`config.mk`:
```
export PLATFORM = sky130hd
export DESIGN_NAME = run_detector
export DESIGN_NICKNAME = d
export VERILOG_FILES = /design/src/rtl/run_detector.sv
export SDC_FILE = /design/constraint.sdc
export NUM_CORES = 1
export LEC_CHECK = 0
export CORE_MARGIN = 4
export CORE_UTILIZATION = 35
export CTS_CLUSTER_SIZE = 10
export DETAILED_ROUTE_END_ITERATION = 16
export PLACE_DENSITY_LB_ADDON = 0.08
export SKIP_LAST_GASP = 1
export SLEW_MARGIN = 20
export SYNTH_ARGS = -nofsm -noshare
export SYNTH_HDL_FRONTEND = slang
export SYNTH_SLANG_ARGS = --single-unit
```
`constraint.sdc`:
```
create_clock -name clk -period 7.1 [get_ports clk]
set_input_delay 0.71 -clock clk [delete_from_list [all_inputs] [get_ports clk]]
set_output_delay 0.71 -clock clk [all_outputs]
set_load 0.03 [all_outputs]
```
`src/rtl/run_detector.sv`:
```
// Mealy run-length detector: flags the beat completing RUN_LEN equal symbols; hit is 0-cycle comb, hit_q/run_cnt/last_sym/hit_count registered (1 cycle).
// No back-pressure: every valid beat is accepted.
module run_detector #(
  parameter int WIDTH   = 1,
  parameter int RUN_LEN = 2,
  parameter int CNT_W   = 8
) (
  input  logic             clk,
  input  logic             rst_n,
  input  logic             clr,
  input  logic             in_valid,
  input  logic [WIDTH-1:0] in_sym,
  input  logic             mode_overlap,
  output logic             hit,
  output logic             hit_q,
  output logic [CNT_W-1:0] run_cnt,
  output logic [WIDTH-1:0] last_sym,
  output logic [CNT_W-1:0] hit_count
);

  typedef enum logic [1:0] {
    IDLE   = 2'd0,
    COUNT  = 2'd1,
    DETECT = 2'd2
  } state_t;

  localparam logic [CNT_W-1:0] CNT_MAX = {CNT_W{1'b1}};
  localparam logic [CNT_W-1:0] CNT_ONE = CNT_W'(1);
  localparam logic [CNT_W-1:0] RUN_THR = CNT_W'(RUN_LEN);

  state_t           state, state_nxt;
  logic             beat;
  logic             holding;
  logic             match;
  logic             hit_raw;
  logic [CNT_W-1:0] run_next;
  logic [CNT_W-1:0] run_cnt_nxt;
  logic [CNT_W-1:0] hit_count_nxt;
  logic [WIDTH-1:0] last_sym_nxt;

  assign beat     = in_valid & ~clr;
  assign holding  = (state == COUNT) || (state == DETECT);
  assign match    = (in_sym == last_sym);
  assign run_next = (run_cnt == CNT_MAX) ? run_cnt : run_cnt + CNT_ONE;
  // Illegal state codes fall outside 'holding', so they can never produce a hit.
  assign hit_raw  = beat && holding && match && (run_next >= RUN_THR);

  always_ff @(posedge clk or negedge rst_n) begin
    if (!rst_n) begin
      state <= IDLE;
    end else begin
      state <= state_nxt;
    end
  end

  always_comb begin
    state_nxt = state;
    if (clr) begin
      state_nxt = IDLE;
    end else begin
      case (state)
        IDLE: begin
          if (beat) state_nxt = COUNT;
        end
        COUNT, DETECT: begin
          if (beat) begin
            if (hit_raw && mode_overlap) state_nxt = DETECT;
            else                         state_nxt = COUNT;
          end
        end
        default: state_nxt = IDLE;
      endcase
    end
  end

  always_comb begin
    hit           = hit_raw;
    run_cnt_nxt   = run_cnt;
    last_sym_nxt  = last_sym;
    hit_count_nxt = hit_count;
    if (beat && (state == IDLE || (holding && !match))) begin
      run_cnt_nxt  = CNT_ONE;
      last_sym_nxt = in_sym;
    end else if (beat && holding) begin
      // Non-overlap restarts from zero so the next hit needs RUN_LEN fresh beats.
      run_cnt_nxt = (hit_raw && !mode_overlap) ? '0 : run_next;
    end
    if (hit_raw && hit_count != CNT_MAX) begin
      hit_count_nxt = hit_count + CNT_ONE;
    end
  end

  always_ff @(posedge clk or negedge rst_n) begin
    if (!rst_n) begin
      hit_q     <= 1'b0;
      run_cnt   <= '0;
      last_sym  <= '0;
      hit_count <= '0;
    end else if (clr) begin
      hit_q     <= 1'b0;
      run_cnt   <= '0;
      last_sym  <= '0;
      hit_count <= '0;
    end else begin
      hit_q     <= hit;
      run_cnt   <= run_cnt_nxt;
      last_sym  <= last_sym_nxt;
      hit_count <= hit_count_nxt;
    end
  end

endmodule

```
==> results of run 1 <==
sequential cells by signal, summed over array words and instances (netlist names):
signal     flops
hit_count      8
run_cnt        8
state          2
hit_q          1
last_sym       1
cell type report:
class | count | share of cell area, %
timing repair buffer | 24 | 14.0
sequential | 20 | 29.2
tap | 48 | 3.50
inverter | 5 | 1.09
multi-input combinational | 116 | 49.0
clock buffer | 4 | 3.21
layer usage:
| layer | up-vias | global-route usage, % |
|---|---|---|
| li1 | 599 | - |
| met1 | 604 | 19.3 |
| met2 | 25 | 21.7 |
| met3 | 2 | 3.65 |
| met4 | 0 | 3.34 |
| met5 | - | 0 |
logic make-up (layout without fill, tap and decap cells):
| logic type | count (synthesis) | count (layout) |
|---|---|---|
| and+or+nand+nor | 66 | 66 |
| buffers and inverters | 11 | 33 |
| DFF | 20 | 20 |
| xor gates and xnor gates | 6 | 6 |
| AOI/OAI and AO/OA | 37 | 37 |
| muxes | 3 | 3 |
| adders and majority gates | 4 | 4 |
report_power, final:
group,total [mW],leakage (nW),switching [mW],internal (mW)
Clock,0.0895,0.0288,0.0400,0.0494
Sequential,0.120,0.276,0.00370,0.116
Combinational,0.0429,0.332,0.0266,0.0162
Total,0.252,0.637,0.0704,0.182
worst paths after layout:
| path | from | to | slack (ns) |
|---|---|---|---|
| setup reg to reg | run_cnt[0]$_DFFE_PN0P_ | run_cnt[1]$_DFFE_PN0P_ | 4.23 |
| setup / recovery | clr | hit | 3.01 |
| hold / removal | state[0]$_DFFE_PN0P_ | state[0]$_DFFE_PN0P_ | 0.51 |
| hold reg to reg | state[0]$_DFFE_PN0P_ | state[0]$_DFFE_PN0P_ | 0.51 |
| min in group asynchronous | rst_n | run_cnt[1]$_DFFE_PN0P_ | 0.96 |
| max in group asynchronous | rst_n | run_cnt[7]$_DFFE_PN0P_ | 5.57 |
per-stage QoR:
step           setup WS [ns]  hold slack [ns]
3_3_place_gp            3.09            0.498
4_1_cts                 3.04            0.520
3_5_place_dp            3.04            0.502
2_1_floorplan           4.35            0.414
5_1_grt                 2.91            0.570
6_report                3.01            0.514
worst reg2reg max path, delay by kind of cell, from the launching register on:
family	cells	cell delay, ns
AOI/OAI and AO/OA	4	1.45
and+or+nand+nor	2	0.48
DFF	1	0.51
adders and majority gates	1	0.33
placed cells by master, fill, tap and decap left out, drive strengths merged, types with 5 or more instances in the layout:
cell	netlist	layout
a21oi	7	7
clkdlybuf4s50	0	24
dfrtp	20	20
inv	5	5
nand2	17	17
nand3	6	6
nor2	12	12
nor3	6	6
o41ai	6	6
==> impl_metrics.ini, run 1 <==
[drt]
top_layer_used = met4
met3WireLength_um = 156
met2_length_mm = 1.52
met1_length_mm = 1.69
routed_wirelength_mm = 3.38
drc = 0
wl_per_cell_um = 15.6
via_per_inst = 5.67
vias = 1230
drtIter0Drc = 55
antenna_left = 0
firstDrtPassIters = 4

[cts]
cts_root_buffer = clkbuf_8
cts_setup_buffers = 0
clock_sinks = 20
cts_hold_buf = 0
cts_max_level = 1
clkTransAtPathRegs_ns = 0.08
cts_buffer_depth = 2
clk_latency_ns = 0.26
cts_tree = done
cts_buffers = 3
cts_resized = 0

[logic_synthesis]
synth_fp_nets = 157
ys_top_cells_by_area = dfrtp_1 (35%), nand2_1 (4.5%), ha_1 (3.5%), nor2_1 (3.2%), o41ai_1 (2.5%)
synth_xor_xnor_area_share_pct = 4.26
synth_simple_gate_area_share_pct = 25.9
synth_compound_area_share_pct = 23.5
synth-edff-count = 0
synthCells = 147
ys_async_sr_fraction_pct = 100
netlist_top_cells_count = dfrtp_1 (20), nand2_1 (17), nor2_1 (12)
yosysSeqAreaShare_pct = 35.5
synth_most_common_cell = dfrtp_1
synth_seq_cells = 20
synthMuxAreaShare_pct = 2.30
synthDistinctLibCells = 52
synth_area_per_cell_um2 = 9.60
netlist_area_um2 = 1410
synthAdderAreaFrac_pct = 3.55
synth_top_family_by_area = simple AND/OR/NAND/NOR gates
yosys.area.top_type = dfrtp_1
synth_ff_type = dfrtp_1
synth_top_area_share_pct = 35.5
ys_warn_count = 0

[critical_path]
r2r_cells = 7
arrival_ns = 3.38
path_max_fanout = 16
critPathKind = in -> out
cp-end-kind = output port
cp_cell_sequence = clkdlybuf4s50_1 > nand3b_1 > or2_1 > a21oi_2 > clkdlybuf4s50_1
crit_buf_inv = 2
cp-start-kind = input port
slowest_stage = clkdlybuf4s50_1
critPathMostFrequentCell = clkdlybuf4s50_1
cpLargestDelayFamily = buffers and inverters
worst_ep_required_time_ns = 6.39
cp_num_cells = 5
critPathMaxStageDelay_ns = 0.70

[sta]
rsz0062_at_grt = no
finClkSkew_ns = 0.00408
fin_crit_ns = 4.09
max_freq_mhz = 245
finalMaxSlewViolations = 0
tns_ns = 0
relSlewSlack_pct = 33.1
hold_violations = 0
worst_pin_slew_ns = 0.999
period_share_pct = 57.6
finalSetupViolCount = 0

[place]
placed_cells = 213
gp_congestion = 0.834
dp_hpwl_mm = 2.41
port_buffers = 24
post_dp_cell_area_um2 = 1660

[hold_path]
holdPathStages = 2
hp-class = reg -> reg

[power]
leakage_nw = 0.637
p_per_area_nw_per_um2 = 147
power_uw = 252
max-vdd-ir-drop_v = 0.0000876

[global_routing]
grt_usage_pct = 13.9
grt_overflow_total = 0
grt_pass1_wl_mm = 5.82
grt_pass1_vias = 1217
grt_max_degree = 21
grt_antenna_before_repair = 0

[final_layout]
nFillCells = 363
stdcell_count = 217
area_growth_pct = 21.5
nets = 180
layout.core_utilization_pct = 45.5
antennaDiodeCount = 0
finish.instance_area_um2 = 1710
drive_gt1_share_pct = 11.8
register_area_um2 = 500
multiInputGateArea_um2 = 840

[run_status]
status = finished clean

[floorplan]
std_cell_rows = 22
core_area_um2 = 3770
fp.dieW_um = 71.5
start_util_pct = 37.4
die_h_um = 71.5
die-area_um2 = 5110
io_pins = 25

[flow_run]
cap_viol_max_count = 0
(Power assumes the default switching activity.)
==> run 2: changes to the inputs <==
clock period = 4.03 ns   (was 7.1 ns; I/O delays follow)
==> impl_metrics.ini, run 2 (synthesis gave the netlist of run 1 again) <==
[critical_path]
cp-start-kind = flip-flop
timing.rr.end = run_cnt[1]$_DFFE_PN0P_
r2r_cells = 7
critPathKind = reg -> out
arrival_ns = 2.84
rrSetupSlack_ns = 1.21
path_max_fanout = 8
critPathMaxStageDelay_ns = 0.70
worst_ep_required_time_ns = 3.63
timing.rr.start = run_cnt[0]$_DFFE_PN0P_
cp-end-kind = output port
slowest_stage = clkdlybuf4s50_1
cp_cell_sequence = ha_1 > and3_1 > a31oi_1 > o221a_4 > a21oi_2 > clkdlybuf4s50_1

[final_layout]
largestRegisters = hit_count (8), run_cnt (8), state (2)
nets = 183
layout_common_cells = clkdlybuf4s50_1 (24), dfrtp_1 (20), nand2_1 (17)
antennaDiodeCount = 0
register_area_um2 = 500
multiInputGateArea_um2 = 840
drive_gt1_share_pct = 13.4
nFillCells = 363
layout_commonest_cell = clkdlybuf4s50_1
area_growth_pct = 24.2

[floorplan]
die_h_um = 71.5
die-area_um2 = 5110
core_area_um2 = 3770
std_cell_rows = 22
start_util_pct = 37.4
io_pins = 25
fp.dieW_um = 71.5

[cts]
clk_latency_ns = 0.26
cts_max_level = 1
cts_tree = done
cts_resized = 0
cts_root_buffer = clkbuf_8
cts_buffers = 3
cts_setup_buffers = 0
clock_sinks = 20
cts_hold_buf = 0
clkTransAtPathRegs_ns = 0.07
cts_buffer_depth = 2

[place]
dp_hpwl_mm = 2.50
port_buffers = 24
gp_congestion = 0.864

[run_status]
status = finished clean

[drt]
drtIter0Drc = 78
wl_per_cell_um = 15.2
via_per_inst = 5.46
routed_wirelength_mm = 3.35
vias = 1202
antenna_left = 0
drc = 0
firstDrtPassIters = 4

[sta]
finClkSkew_ns = 0.00552
worst_pin_slew_ns = 0.915
finalSetupViolCount = 0
rsz0062_at_grt = no
hold_violations = 0
fin_crit_ns = 3.24
tns_ns = 0
relSlewSlack_pct = 38.8
period_share_pct = 80.5
max_freq_mhz = 308
finalMaxSlewViolations = 0

[hold_path]
holdPathStages = 2
min_from = state[0]$_DFFE_PN0P_
hp-class = reg -> reg
hold_end = state[0]$_DFFE_PN0P_

[global_routing]
grt_max_degree = 21
grt_overflow_total = 0
grt_antenna_before_repair = 0
grt_pass1_wl_mm = 5.86
grt_pass1_vias = 1171
grt_usage_pct = 14.2

[flow_run]
cap_viol_max_count = 0

[power]
p_per_area_nw_per_um2 = 279
max-vdd-ir-drop_v = 0.000134
leakage_nw = 0.658
power_uw = 489
==> run 2: cell type report <==
class | instances | area share [%]
Multi-Input combinational cell | 116 | 47.9
Sequential cell | 20 | 28.6
Timing Repair Buffer | 27 | 15.0
Tap cell | 48 | 3.43
Clock buffer | 3 | 2.36
Clock inverter | 1 | 1.71
Inverter | 5 | 1.07
==> run 2: worst max-delay path by stage <==
| stage | from | end | slack, ns | cells past startpoint |
|---|---|---|---|---|
| after CTS | run_cnt[0]$_DFFE_PN0P_ | hit | 0.75 | 6 |
| after floorplan | run_cnt[0]$_DFFE_PN0P_ | hit_count[6]$_DFFE_PN0P_ | 1.54 | 8 |
| after global placement | clr | hit | 1.12 | 7 |
| final | run_cnt[0]$_DFFE_PN0P_ | hit | 0.79 | 6 |
| after detailed placement | run_cnt[0]$_DFFE_PN0P_ | hit | 1.04 | 6 |
| after global routing | run_cnt[0]$_DFFE_PN0P_ | hit | 0.59 | 6 |
==> run 2: critical path, delay by kind of cell, from the launching register on <==
| family | cells | cell delay, ns |
|---|---|---|
| flip-flops | 1 | 0.49 |
| AND/OR/NAND/NOR | 1 | 0.32 |
| adder cells (fa/ha/maj) | 1 | 0.31 |
| buffers and inverters | 1 | 0.70 |
| AO/OA/AOI/OAI | 3 | 0.76 |
==> run 2: per-layer routing <==
metal / share of wire [%] / vias to the layer above / wire length [um] / track usage, %
met5: 0 / - / 0 / 0
met3: 6.2 / 2 / 207 / 3.93
met2: 45 / 25 / 1500 / 22.2
li1: - / 601 / - / -
met4: 0.57 / 0 / 19 / 2.51
met1: 49 / 574 / 1630 / 19.8
==> run 2: metrics by stage <==
stage | hold WS, ns | setup WS, ns | util [%] | instance area, um^2 | cells
floorplan | 0.107 | 1.54 | - | 1410 | 147
global placement | 0.495 | 1.12 | 44.6 | 1680 | 216
detailed placement | 0.504 | 1.04 | 44.6 | 1680 | 216
CTS | 0.529 | 0.753 | 46.5 | 1750 | 220
global route | 0.565 | 0.590 | 46.5 | 1750 | 220
finish | 0.529 | 0.785 | 46.5 | 1750 | 220
==> run 2: where the power goes <==
part | internal, mW | switching, mW
Combinational | 0.0304 | 0.0480
Clock | 0.133 | 0.0676
Sequential | 0.204 | 0.00617
==> run 3: changes to the inputs <==
clock period = 3.1 ns   (was 4.03 ns; I/O delays follow)
==> impl_metrics.ini, run 3 (synthesis gave the netlist of run 1 again) <==
[run_status]
status = finished, violations left
failed_checks = negative hold slack

[final_layout]
nets = 184
layout_commonest_cell = clkdlybuf4s50_1
stdcell_count = 221
drive_gt1_share_pct = 15.0
layout.core_utilization_pct = 46.1
area_growth_pct = 23.0
finish.instance_area_um2 = 1740
largestRegisters = hit_count (8), run_cnt (8), state (2)
antennaDiodeCount = 0
layout_common_cells = clkdlybuf4s50_1 (22), dfrtp_1 (20), nand2_1 (17)

[floorplan]
core_area_um2 = 3770
io_pins = 25
std_cell_rows = 22
die_h_um = 71.5
fp.dieW_um = 71.5
start_util_pct = 37.4
die-area_um2 = 5110

[power]
p_per_area_nw_per_um2 = 338
power_uw = 586
power_frac_comb_pct = 17.7
power_switching_uw = 168
leakage_nw = 0.658
max-vdd-ir-drop_v = 0.000182
sw_frac_of_total_pct = 28.6
pwr-share-clk_pct = 35.7
p_int_uw = 419
power.share.sequential_pct = 46.7

[sta]
relSlewSlack_pct = 56.8
finClkSkew_ns = 0.00522
fin_crit_ns = 2.84
holdWs_ns = -0.00522
tns_ns = 0
max_freq_mhz = 352
finalSetupViolCount = 0
period_share_pct = 91.7
worst_pin_slew_ns = 0.645
worst_slack_ns = 0.258
finalMaxSlewViolations = 0
rsz0062_at_grt = no
hold_violations = 9

[cts]
cts_hold_buf = 0
cts_resized = 0
cts_root_buffer = clkbuf_8
cts_buffers = 3
cts_buffer_depth = 2
cts_max_level = 1
clock_sinks = 20
clk_latency_ns = 0.26
cts_tree = done
clkTransAtPathRegs_ns = 0.09
cts_setup_buffers = 0

[place]
place_ws_ns = 0.317
dp_hpwl_mm = 2.49
placed_cells = 217
gp_congestion = 0.868
port_buffers = 24
post_dp_cell_area_um2 = 1690

[global_routing]
grt_pass1_wl_mm = 5.87
grt_usage_pct = 14.0
grt_max_degree = 21
grt_antenna_before_repair = 0
grt_pass1_vias = 1237
grt_overflow_total = 0

[critical_path]
slowest_stage = a211oi_4
crit_buf_inv = 0
cp_num_cells = 7
cp-end-kind = flip-flop
critPathMaxStageDelay_ns = 0.62
arrival_ns = 3.00
cp-start-kind = flip-flop
path_max_fanout = 14
cpLargestDelayFamily = compound AO/OA/AOI/OAI gates
cp_cell_sequence = ha_1 > and3_1 > a31oi_1 > o221a_4 > a211oi_4 > nor3_1 > a32o_1
critPathKind = reg -> reg
worst_ep_required_time_ns = 3.25
r2r_cells = 7

[drt]
vias = 1246
drc = 0
via_per_inst = 5.64
wl_per_cell_um = 15.5
drtIter0Drc = 72
firstDrtPassIters = 4
antenna_left = 0
routed_wirelength_mm = 3.43

[flow_run]
cap_viol_max_count = 0

[hold_path]
hp-class = in -> async
[run 3: changes by cell type in the layout (fill, tap and decap cells not counted), sizes merged]
cell           delta
buf               +3
bufinv            -1
clkbuf            +1
clkdlybuf4s50     -2
[run 3: worst paths after layout]
path,startpoint,to,slack [ns]
setup / recovery,run_cnt[0]$_DFFE_PN0P_,run_cnt[1]$_DFFE_PN0P_,0.26
hold / removal,rst_n,run_cnt[2]$_DFFE_PN0P_,-0.005
setup reg to reg,run_cnt[0]$_DFFE_PN0P_,run_cnt[1]$_DFFE_PN0P_,0.26
hold reg to reg,state[0]$_DFFE_PN0P_,state[0]$_DFFE_PN0P_,0.52
max in group asynchronous,rst_n,hit_count[0]$_DFFE_PN0P_,2.77
min in group clk,state[0]$_DFFE_PN0P_,state[0]$_DFFE_PN0P_,0.52
[run 3: power groups by stage]
| stage | Sequential [mW] | Combinational [mW] | Clock (mW) |
|---|---|---|---|
| after floorplan | 0.285 | 0.0606 | 0 |
| after global placement | 0.278 | 0.103 | 0 |
| after detailed placement | 0.279 | 0.104 | 0 |
| after CTS | 0.274 | 0.104 | 0.212 |
| after global routing | 0.275 | 0.113 | 0.223 |
| final | 0.274 | 0.104 | 0.209 |
[run 3: final cells by class]
cell class	instances	area (um^2)
fill	358	2030
multi-input combinational	116	840
sequential	20	500
timing repair buffer	28	263
tap	48	60.1
clock buffer	4	55.1
inverter	5	18.8
[run 3: metal layers]
layer  up-vias  global-route usage, %  part of all wire (%)  wire (um)
met1       607                   20.2                    50       1710
li1        604                      -                     -          -
met5         -                      0                     0          0
met2        33                   21.6                    46       1580
met4         0                   3.13                  0.38         13
met3         2                   2.66                   3.8        131
